===== src/rtl/control_pkg.sv =====
// Shared control-block constants, AXI-lite widths and the dispatcher state encoding.
// Imported by the dispatcher, its AXI-lite interface and the control slave.
package control_pkg;

   localparam int AXI_ADDR_WIDTH             = 32;
   localparam int AXI_DATA_WIDTH             = 32;
   localparam int AXI_STRB_WIDTH             = AXI_DATA_WIDTH / 8;
   localparam int NUM_NODES_PROCESSING       = 8;
   localparam int NUM_NODES_PROCESSING_WIDTH =
      (NUM_NODES_PROCESSING > 1) ? $clog2(NUM_NODES_PROCESSING) : 1;

   // A register index is the address bit that selects it inside the control block.
   localparam int REG_PROG         = 7;
   localparam int REG_BUSY         = 8;
   localparam int REG_COUNT        = 9;
   localparam int REG_COUNT_GLOBAL = 10;
   localparam int REG_LEDS_STATUS  = 18;
   localparam int REG_TRIGGERS     = 19;
   localparam int NODE_LSB         = 2;

   typedef enum logic [1:0] {
      RESP_OKAY   = 2'b00,
      RESP_EXOKAY = 2'b01,
      RESP_SLVERR = 2'b10,
      RESP_DECERR = 2'b11
   } axi_resp_e;

   typedef enum logic [2:0] {
      ST_IDLE,
      ST_POLL_AR,
      ST_POLL_R,
      ST_SELECT,
      ST_WAIT,
      ST_WRITE_REQ,
      ST_WRITE_B
   } disp_state_e;

   function automatic logic [AXI_ADDR_WIDTH-1:0] reg_addr(
      input logic [AXI_ADDR_WIDTH-1:0] base,
      input int                        idx
   );
      return base | (AXI_ADDR_WIDTH'(1) << idx);
   endfunction

   function automatic logic [AXI_ADDR_WIDTH-1:0] prog_addr(
      input logic [AXI_ADDR_WIDTH-1:0]             base,
      input logic [NUM_NODES_PROCESSING_WIDTH-1:0] node
   );
      return reg_addr(base, REG_PROG) | (AXI_ADDR_WIDTH'(node) << NODE_LSB);
   endfunction

endpackage


===== src/rtl/if_axi_light.sv =====
// AXI-lite bundle between interconnect masters and the control slave.
interface if_axi_light;
   import control_pkg::*;

   logic [AXI_ADDR_WIDTH-1:0] awaddr;
   logic [2:0]                awprot;
   logic                      awvalid;
   logic                      awready;
   logic [AXI_DATA_WIDTH-1:0] wdata;
   logic [AXI_STRB_WIDTH-1:0] wstrb;
   logic                      wvalid;
   logic                      wready;
   logic [1:0]                bresp;
   logic                      bvalid;
   logic                      bready;
   logic [AXI_ADDR_WIDTH-1:0] araddr;
   logic [2:0]                arprot;
   logic                      arvalid;
   logic                      arready;
   logic [AXI_DATA_WIDTH-1:0] rdata;
   logic [1:0]                rresp;
   logic                      rvalid;
   logic                      rready;

   modport master (
      output awaddr, awprot, awvalid, wdata, wstrb, wvalid, bready,
             araddr, arprot, arvalid, rready,
      input  awready, wready, bresp, bvalid, arready, rdata, rresp, rvalid
   );

   modport slave (
      input  awaddr, awprot, awvalid, wdata, wstrb, wvalid, bready,
             araddr, arprot, arvalid, rready,
      output awready, wready, bresp, bvalid, arready, rdata, rresp, rvalid
   );

endinterface


===== src/rtl/control_dispatcher_prio_enc_free.sv =====
// Lowest-zero priority encoder: index of the first idle node in a busy vector.
module prio_enc_free #(
   parameter int NUM_NODES = 4,
   parameter int IDX_W     = 2
) (
   input  logic [NUM_NODES-1:0] busy,
   output logic                 found,
   output logic [IDX_W-1:0]     index
);

   // Scan from the top down so the lowest idle index is the last one written.
   always_comb begin
      found = 1'b0;
      index = '0;
      for (int n = NUM_NODES - 1; n >= 0; n--) begin
         if (!busy[n]) begin
            found = 1'b1;
            index = IDX_W'(n);
         end
      end
   end

endmodule


===== src/rtl/control_dispatcher.sv =====
// AXI-lite master that polls the control busy register and writes each task's
// program offset into the lowest-index idle node's program register.
module control_dispatcher
   import control_pkg::*;
#(
   parameter logic [AXI_ADDR_WIDTH-1:0] CTRL_BASE = 32'h0000_0000,
   parameter int                        NUM_NODES = NUM_NODES_PROCESSING,
   parameter int                        POLL_GAP  = 16
) (
   input  logic                                  clk,
   input  logic                                  res,
   if_axi_light.master                           m_axi,
   input  logic                                  task_valid,
   output logic                                  task_ready,
   input  logic [AXI_DATA_WIDTH-1:0]             task_offset,
   output logic                                  disp_valid,
   output logic [NUM_NODES_PROCESSING_WIDTH-1:0] disp_node,
   output logic                                  err_resp,
   output logic                                  err_zero,
   output logic [31:0]                           disp_total,
   output logic                                  busy_o
);

   localparam int NODE_W = NUM_NODES_PROCESSING_WIDTH;

   disp_state_e               state;
   disp_state_e               state_nx;
   logic [AXI_DATA_WIDTH-1:0] offset_q;
   logic [NUM_NODES-1:0]      busy_q;
   logic [NODE_W-1:0]         node_q;
   logic [15:0]               wait_cnt;
   logic                      aw_done;
   logic                      w_done;
   logic                      free_found;
   logic [NODE_W-1:0]         free_idx;

   logic arvalid;
   logic rready;
   logic awvalid;
   logic wvalid;
   logic bready;
   logic aw_hs;
   logic w_hs;

   prio_enc_free #(
      .NUM_NODES (NUM_NODES),
      .IDX_W     (NODE_W)
   ) u_prio_enc_free (
      .busy  (busy_q),
      .found (free_found),
      .index (free_idx)
   );

   // NOTE: state registers use non-blocking assignment so every flop samples pre-edge values.
   always_ff @(posedge clk) begin
      if (res) state <= ST_IDLE;
      else     state <= state_nx;
   end

   // NOTE: every output of this block gets a default first, so no path can infer a latch.
   always_comb begin
      state_nx   = state;
      task_ready = 1'b0;
      arvalid    = 1'b0;
      rready     = 1'b0;
      awvalid    = 1'b0;
      wvalid     = 1'b0;
      bready     = 1'b0;
      aw_hs      = 1'b0;
      w_hs       = 1'b0;
      disp_valid = 1'b0;
      err_resp   = 1'b0;
      err_zero   = 1'b0;
      if (!res) begin
         unique case (state)
            ST_IDLE: begin
               task_ready = 1'b1;
               if (task_valid) begin
                  if (task_offset == '0) err_zero = 1'b1;
                  else                   state_nx = ST_POLL_AR;
               end
            end
            ST_POLL_AR: begin
               arvalid = 1'b1;
               if (m_axi.arready) state_nx = ST_POLL_R;
            end
            ST_POLL_R: begin
               rready = 1'b1;
               if (m_axi.rvalid) begin
                  if (m_axi.rresp != RESP_OKAY) begin
                     err_resp = 1'b1;
                     state_nx = ST_WAIT;
                  end else begin
                     state_nx = ST_SELECT;
                  end
               end
            end
            ST_SELECT: state_nx = free_found ? ST_WRITE_REQ : ST_WAIT;
            ST_WAIT: begin
               if (wait_cnt == 16'd0) state_nx = ST_POLL_AR;
            end
            ST_WRITE_REQ: begin
               awvalid = !aw_done;
               wvalid  = !w_done;
               aw_hs   = awvalid && m_axi.awready;
               w_hs    = wvalid && m_axi.wready;
               if ((aw_done || aw_hs) && (w_done || w_hs)) state_nx = ST_WRITE_B;
            end
            ST_WRITE_B: begin
               bready = 1'b1;
               if (m_axi.bvalid) begin
                  if (m_axi.bresp == RESP_OKAY) begin
                     disp_valid = 1'b1;
                     state_nx   = ST_IDLE;
                  end else begin
                     err_resp = 1'b1;
                     state_nx = ST_WAIT;
                  end
               end
            end
            default: state_nx = ST_IDLE;
         endcase
      end
   end

   always_ff @(posedge clk) begin
      if (res) begin
         offset_q   <= '0;
         busy_q     <= '0;
         node_q     <= '0;
         wait_cnt   <= '0;
         aw_done    <= 1'b0;
         w_done     <= 1'b0;
         disp_total <= '0;
      end else begin
         if (task_ready && task_valid) offset_q <= task_offset;
         if (rready && m_axi.rvalid)   busy_q   <= m_axi.rdata[NUM_NODES-1:0];
         if (state == ST_SELECT) begin
            aw_done <= 1'b0;
            w_done  <= 1'b0;
            if (free_found) node_q <= free_idx;
         end else begin
            if (aw_hs) aw_done <= 1'b1;
            if (w_hs)  w_done  <= 1'b1;
         end
         // The gap counter reloads on every entry, whichever state it came from.
         if (state_nx == ST_WAIT && state != ST_WAIT)
            wait_cnt <= 16'(POLL_GAP - 1);
         else if (state == ST_WAIT && wait_cnt != 16'd0)
            wait_cnt <= wait_cnt - 16'd1;
         if (disp_valid) disp_total <= disp_total + 32'd1;
      end
   end

   // Address and data only change in SELECT/IDLE, so they are stable while valid is high.
   assign m_axi.araddr  = reg_addr(CTRL_BASE, REG_BUSY);
   assign m_axi.arprot  = 3'b000;
   assign m_axi.arvalid = arvalid;
   assign m_axi.rready  = rready;
   assign m_axi.awaddr  = prog_addr(CTRL_BASE, node_q);
   assign m_axi.awprot  = 3'b000;
   assign m_axi.awvalid = awvalid;
   assign m_axi.wdata   = offset_q;
   assign m_axi.wstrb   = '1;
   assign m_axi.wvalid  = wvalid;
   assign m_axi.bready  = bready;

   assign disp_node = node_q;
   assign busy_o    = (state != ST_IDLE);

endmodule


===== src/flat_wrapper.sv =====
// flat-port wrapper written by rule: the top's interface ports become plain ports
module control_dispatcher_flat import control_pkg::*;
#(
   parameter logic [AXI_ADDR_WIDTH-1:0] CTRL_BASE = 32'h0000_0000,
   parameter int                        NUM_NODES = NUM_NODES_PROCESSING,
   parameter int                        POLL_GAP  = 16
)
  (clk, res, task_valid, task_ready, task_offset, disp_valid, disp_node, err_resp, err_zero, disp_total, busy_o, m_axi_awaddr, m_axi_awprot, m_axi_awvalid, m_axi_wdata, m_axi_wstrb, m_axi_wvalid, m_axi_bready, m_axi_araddr, m_axi_arprot, m_axi_arvalid, m_axi_rready, m_axi_awready, m_axi_wready, m_axi_bresp, m_axi_bvalid, m_axi_arready, m_axi_rdata, m_axi_rresp, m_axi_rvalid);
  if_axi_light m_axi_i ();
  input  logic clk;
  input  logic res;
  input  logic task_valid;
  output logic task_ready;
  input  logic [AXI_DATA_WIDTH-1:0] task_offset;
  output logic disp_valid;
  output logic [NUM_NODES_PROCESSING_WIDTH-1:0] disp_node;
  output logic err_resp;
  output logic err_zero;
  output logic [31:0] disp_total;
  output logic busy_o;
  output wire logic [$bits(m_axi_i.awaddr)-1:0] m_axi_awaddr;
  output wire logic [$bits(m_axi_i.awprot)-1:0] m_axi_awprot;
  output wire logic [$bits(m_axi_i.awvalid)-1:0] m_axi_awvalid;
  output wire logic [$bits(m_axi_i.wdata)-1:0] m_axi_wdata;
  output wire logic [$bits(m_axi_i.wstrb)-1:0] m_axi_wstrb;
  output wire logic [$bits(m_axi_i.wvalid)-1:0] m_axi_wvalid;
  output wire logic [$bits(m_axi_i.bready)-1:0] m_axi_bready;
  output wire logic [$bits(m_axi_i.araddr)-1:0] m_axi_araddr;
  output wire logic [$bits(m_axi_i.arprot)-1:0] m_axi_arprot;
  output wire logic [$bits(m_axi_i.arvalid)-1:0] m_axi_arvalid;
  output wire logic [$bits(m_axi_i.rready)-1:0] m_axi_rready;
  input wire logic [$bits(m_axi_i.awready)-1:0] m_axi_awready;
  input wire logic [$bits(m_axi_i.wready)-1:0] m_axi_wready;
  input wire logic [$bits(m_axi_i.bresp)-1:0] m_axi_bresp;
  input wire logic [$bits(m_axi_i.bvalid)-1:0] m_axi_bvalid;
  input wire logic [$bits(m_axi_i.arready)-1:0] m_axi_arready;
  input wire logic [$bits(m_axi_i.rdata)-1:0] m_axi_rdata;
  input wire logic [$bits(m_axi_i.rresp)-1:0] m_axi_rresp;
  input wire logic [$bits(m_axi_i.rvalid)-1:0] m_axi_rvalid;
  assign m_axi_awaddr = m_axi_i.awaddr;
  assign m_axi_awprot = m_axi_i.awprot;
  assign m_axi_awvalid = m_axi_i.awvalid;
  assign m_axi_wdata = m_axi_i.wdata;
  assign m_axi_wstrb = m_axi_i.wstrb;
  assign m_axi_wvalid = m_axi_i.wvalid;
  assign m_axi_bready = m_axi_i.bready;
  assign m_axi_araddr = m_axi_i.araddr;
  assign m_axi_arprot = m_axi_i.arprot;
  assign m_axi_arvalid = m_axi_i.arvalid;
  assign m_axi_rready = m_axi_i.rready;
  assign m_axi_i.awready = m_axi_awready;
  assign m_axi_i.wready = m_axi_wready;
  assign m_axi_i.bresp = m_axi_bresp;
  assign m_axi_i.bvalid = m_axi_bvalid;
  assign m_axi_i.arready = m_axi_arready;
  assign m_axi_i.rdata = m_axi_rdata;
  assign m_axi_i.rresp = m_axi_rresp;
  assign m_axi_i.rvalid = m_axi_rvalid;
  control_dispatcher #(.CTRL_BASE(CTRL_BASE), .NUM_NODES(NUM_NODES), .POLL_GAP(POLL_GAP)) u_core (.clk(clk), .res(res), .m_axi(m_axi_i), .task_valid(task_valid), .task_ready(task_ready), .task_offset(task_offset), .disp_valid(disp_valid), .disp_node(disp_node), .err_resp(err_resp), .err_zero(err_zero), .disp_total(disp_total), .busy_o(busy_o));
endmodule

===== config.mk =====
export PLATFORM = sky130hd
export DESIGN_NAME = control_dispatcher_flat
export DESIGN_NICKNAME = d
export VERILOG_FILES = /design/src/rtl/control_pkg.sv /design/src/rtl/if_axi_light.sv /design/src/rtl/control_dispatcher_prio_enc_free.sv /design/src/rtl/control_dispatcher.sv /design/src/flat_wrapper.sv
export SDC_FILE = /design/constraint.sdc
export NUM_CORES = 1
export LEC_CHECK = 0
export BUFFER_PORTS_ARGS = -buffer_cell sky130_fd_sc_hd__buf_2
export CAP_MARGIN = 20
export CELL_PAD_IN_SITES_DETAIL_PLACEMENT = 1
export CELL_PAD_IN_SITES_GLOBAL_PLACEMENT = 1
export CORE_ASPECT_RATIO = 2
export CORE_MARGIN = 2
export CORE_UTILIZATION = 33
export CTS_BUF_LIST = sky130_fd_sc_hd__clkbuf_16
export DETAILED_ROUTE_END_ITERATION = 10
export PLACE_DENSITY = 0.91
export REMOVE_ABC_BUFFERS = 1
export SYNTH_ARGS = -nofsm -noshare
export SYNTH_HDL_FRONTEND = slang
export SYNTH_SLANG_ARGS = --single-unit

===== constraint.sdc =====
create_clock -name clk -period 3 [get_ports clk]
set_input_delay 0.6 -clock clk [delete_from_list [all_inputs] [get_ports clk]]
set_output_delay 0.6 -clock clk [all_outputs]
set_load 0.01 [all_outputs]

==> impl_metrics.tcl <==
set metrics [dict create \
    min_period_ns 2.698 \
    final_core_util 0.3905 \
    finalWeightedCongestion 0.8777 \
    yosys-top-cells-count "nand2_1 (100), dfxtp_1 (96), buf_4 (75)" \
    synth_enable_flop_cells 0 \
    power_frac_comb 0.152 \
    cellLeakagePower_nw 2.511 \
    count_of_max_cap_constraint_violations 0 \
    worst_setup_path_end_kind "output port" \
    synth_top_cells_by_area "dfxtp_1 (38%), buf_4 (11%), nand2_1 (7.4%), a21oi_1 (4.8%), xnor2_1 (4.7%)" \
    number_of_drc_markers_after_the_initial_detailed_route_iteration 146 \
    design.final.nets 822 \
    postSynth.asyncResetShare 0 \
    maxSlewViolCount 0 \
    dp.final_hpwl_um 10910 \
    synthDominantAreaCellType "dfxtp_1" \
    cts_root_buffer "clkbuf_16" \
    synth_most_common_cell "nand2_1" \
    synth_area_sq_um 5077 \
    post_route_cells_drive_above_1_share 0.2366 \
    cts_inserted_buffers 9 \
    fmax_mhz 370.7 \
    gate_count_post_synth 630 \
    power_report.internal_total_mw 2.220 \
    synth-seq-cells 96 \
    area.sequential_sq_um 1922 \
    tightest_slew_ns 0.8456 \
    port_buffers 131 \
    dieWidth_um 91.71 \
    post_cts_resize_count 0 \
    syn_avg_cell_area_sq_um 8.059 \
    maximum_number_of_pins_on_one_net_before_global_route_repair 91 \
    worst_hold_startpoint "m_axi_rdata[7]" \
    report.final.hold_viol_count 0 \
    fillers 1968 \
    via_count 4727 \
    combined_area_of_the_multi_input_logic_cells_sq_um 2654 \
    synth_largest_type_area_fraction 0.3785 \
    worst-endpoint-required_ns 2.40 \
    post-route-drc-count 0 \
    seq_area_frac_synth 0.3785 \
    syn2layout_area_growth_pct 17.03 \
    max_h_tree_level 3 \
    firstDrtPassIters 5 \
    vias_in_the_first_global_route 4837 \
    synth_top_flop_cell "dfxtp_1" \
    share_clk_of_total_power 0.403 \
    run_status "completed" \
    grt_overflow_total 0 \
    cp_max_fo 90 \
    worst-endpoint-arrival_ns 2.10 \
    clock_tree_from_tritoncts "yes" \
    grt_pass1_wl_um 23230 \
    yosysWarnings 0 \
    rsz0062_at_grt "false" \
    grt.total_usage 0.1740 \
    cts_hold_buf 0 \
    setup.worst_path.start_class "input port" \
    totalPowerFinal_mw 3.092 \
    setup_viol_count_final 0 \
    final_antenna_net_count 0 \
    die_h_um 179.4 \
    path_class "input port to output port" \
    hold_path.class "input port to flip-flop" \
    core-area_sq_um 15210 \
    yosysUniqueCellTypes 57 \
    netSwitchingFraction 0.2819 \
    endpoint_of_the_lowest_slack_register_to_register_path "u_core.wait_cnt[10]$_SDFFE_PP0P_" \
    timing.clock.skew_ns 0.009356 \
    routed_via_density 4.997 \
    dp.cells 930 \
    ir_drop_uv 286.7 \
    portion_of_the_clock_cycle_consumed_by_the_worst_path_in_the_final_layout 0.8992 \
    pwr_density_cell_nw_per_um2 520.4 \
    r2r_setup_slack_ns 0.32 \
    p_sw_mw 0.8717 \
    floorplan.rows 64 \
    num_antenna_cells 0 \
    initial_util 0.3337 \
    placedInstanceArea_sq_um 5622 \
    holdPathStages 3 \
    slew_headroom 0.4363 \
    routed_wirelength_um 14350 \
    antenna_found_initial 0 \
    min_delay_worst_endpoint "u_core.busy_q[7]$_SDFFE_PP0P_" \
    power.share.sequential 0.444 \
    totalNegativeSetupSlack_ns 0 \
    rr_startpoint "u_core.state[1]$_SDFF_PP0_" \
    clock-sinks 96 \
    avgRoutedWirePerCell_um 15.17 \
    fin_area_sq_um 5942 \
    worst_skew_pair.late_latency_ns 0.35 \
    cts.reportedPaths.clkPinSlew_ns 0.07 \
    die_footprint_sq_um 16450 \
    ff2ff_path_depth 5 \
    ioPinCount 227 \
    instances_no_fill 946 \
    clk_path_buf_depth 2 \
    post_cts.repair.setup_buffers 0 \
]
[layout make-up]
type,count,share of cell area
Clock buffer,9,0.03790
Clock inverter,7,0.01600
Timing Repair Buffer,141,0.1255
Tap cell,198,0.04169
Sequential cell,96,0.3234
Inverter,14,0.008844
Multi-Input combinational cell,481,0.4466
[flip-flops by register name, summed over array words and instances (netlist names)]
signal and flops:
u_core.aw_done 1, u_core.busy_q 8, u_core.disp_node 3, u_core.disp_total 32, u_core.m_axi.wdata 32, u_core.state 3, u_core.w_done 1, u_core.wait_cnt 16
[routing by layer]
layer	track usage	vias up	part of all wire
li1	-	2263	-
met1	0.1631	2254	0.35
met2	0.3391	172	0.56
met3	0.02389	38	0.045
met4	0.1110	0	0.044
met5	0	-	0
[per-stage QoR]
step           setup WS [ns]  hold slack [ns]
2_1_floorplan         0.4881           0.4555
3_3_place_gp          0.2135           0.4396
3_5_place_dp          0.1876           0.4444
4_1_cts               0.2862           0.4230
5_1_grt               0.1212           0.4360
6_report              0.3023           0.4363
[cell usage in the layout (no fill, tap or decap), types with 3 or more instances in the layout]
cell type | Yosys | routed
buf_2 | 5 | 130
nand2_1 | 100 | 100
dfxtp_1 | 96 | 96
conb_1 | 2 | 71
a21oi_1 | 49 | 49
nor2_1 | 32 | 32
xnor2_1 | 27 | 27
nand3_1 | 24 | 24
nor4_1 | 23 | 23
nor3_1 | 17 | 17
nand4_1 | 16 | 16
o21ai_0 | 16 | 16
inv_1 | 11 | 11
or3_1 | 11 | 11
a211oi_2 | 10 | 10
buf_4 | 75 | 10
clkbuf_16 | 0 | 9
and4_1 | 7 | 7
xor2_1 | 7 | 7
nand2b_1 | 6 | 6
and2_1 | 6 | 6
and3_1 | 5 | 5
a22o_1 | 4 | 4
nand3b_1 | 3 | 3
or2_2 | 3 | 3
o211ai_1 | 3 | 3
nor2b_1 | 3 | 3
a211oi_1 | 3 | 3
o31ai_1 | 3 | 3
ha_1 | 3 | 3
[worst max path at each step]
stage	start	endpoint	slack, ns	cells after the start
after floorplan	u_core.state[2]$_SDFF_PP0_	u_core.wait_cnt[10]$_SDFFE_PP0P_	0.49	5
after global placement	res	u_core.wait_cnt[9]$_SDFFE_PP0P_	0.21	7
after detailed placement	res	u_core.wait_cnt[10]$_SDFFE_PP0P_	0.19	7
after CTS	res	m_axi_rready	0.29	5
after global routing	u_core.state[1]$_SDFF_PP0_	u_core.wait_cnt[10]$_SDFFE_PP0P_	0.12	5
final	res	m_axi_rready	0.30	5
[cell families (layout without fill, tap and decap cells)]
family                     after synthesis  in the layout  share of synthesized area
DFF                                     96             96                     0.3785
muxes                                    1              1                   0.002218
other                                    2             71                   0.001479
adders and majority gates                3              3                   0.007394
buffers and inverters                  122            171                     0.1498
AOI/OAI and AO/OA                      100            100                     0.1284
xor gates and xnor gates                34             34                    0.05865
and+or+nand+nor                        272            272                     0.2735
[power by group through the flow]
stage                     clock, mW  sequential, mW  combinational, mW
after global routing           1.34            1.38              0.525
after CTS                      1.29            1.37              0.476
after floorplan                   0            1.41              0.249
after detailed placement          0            1.40              0.475
after global placement            0            1.40              0.466
final                          1.25            1.37              0.471
[critical path: stages]
cell	delay (ns)
buf_4	0.11
buf_12	0.34
clkinv_1	0.48
and3_1	0.35
buf_2	0.14
No activity file was read; power rests on OpenSTA's default activity.
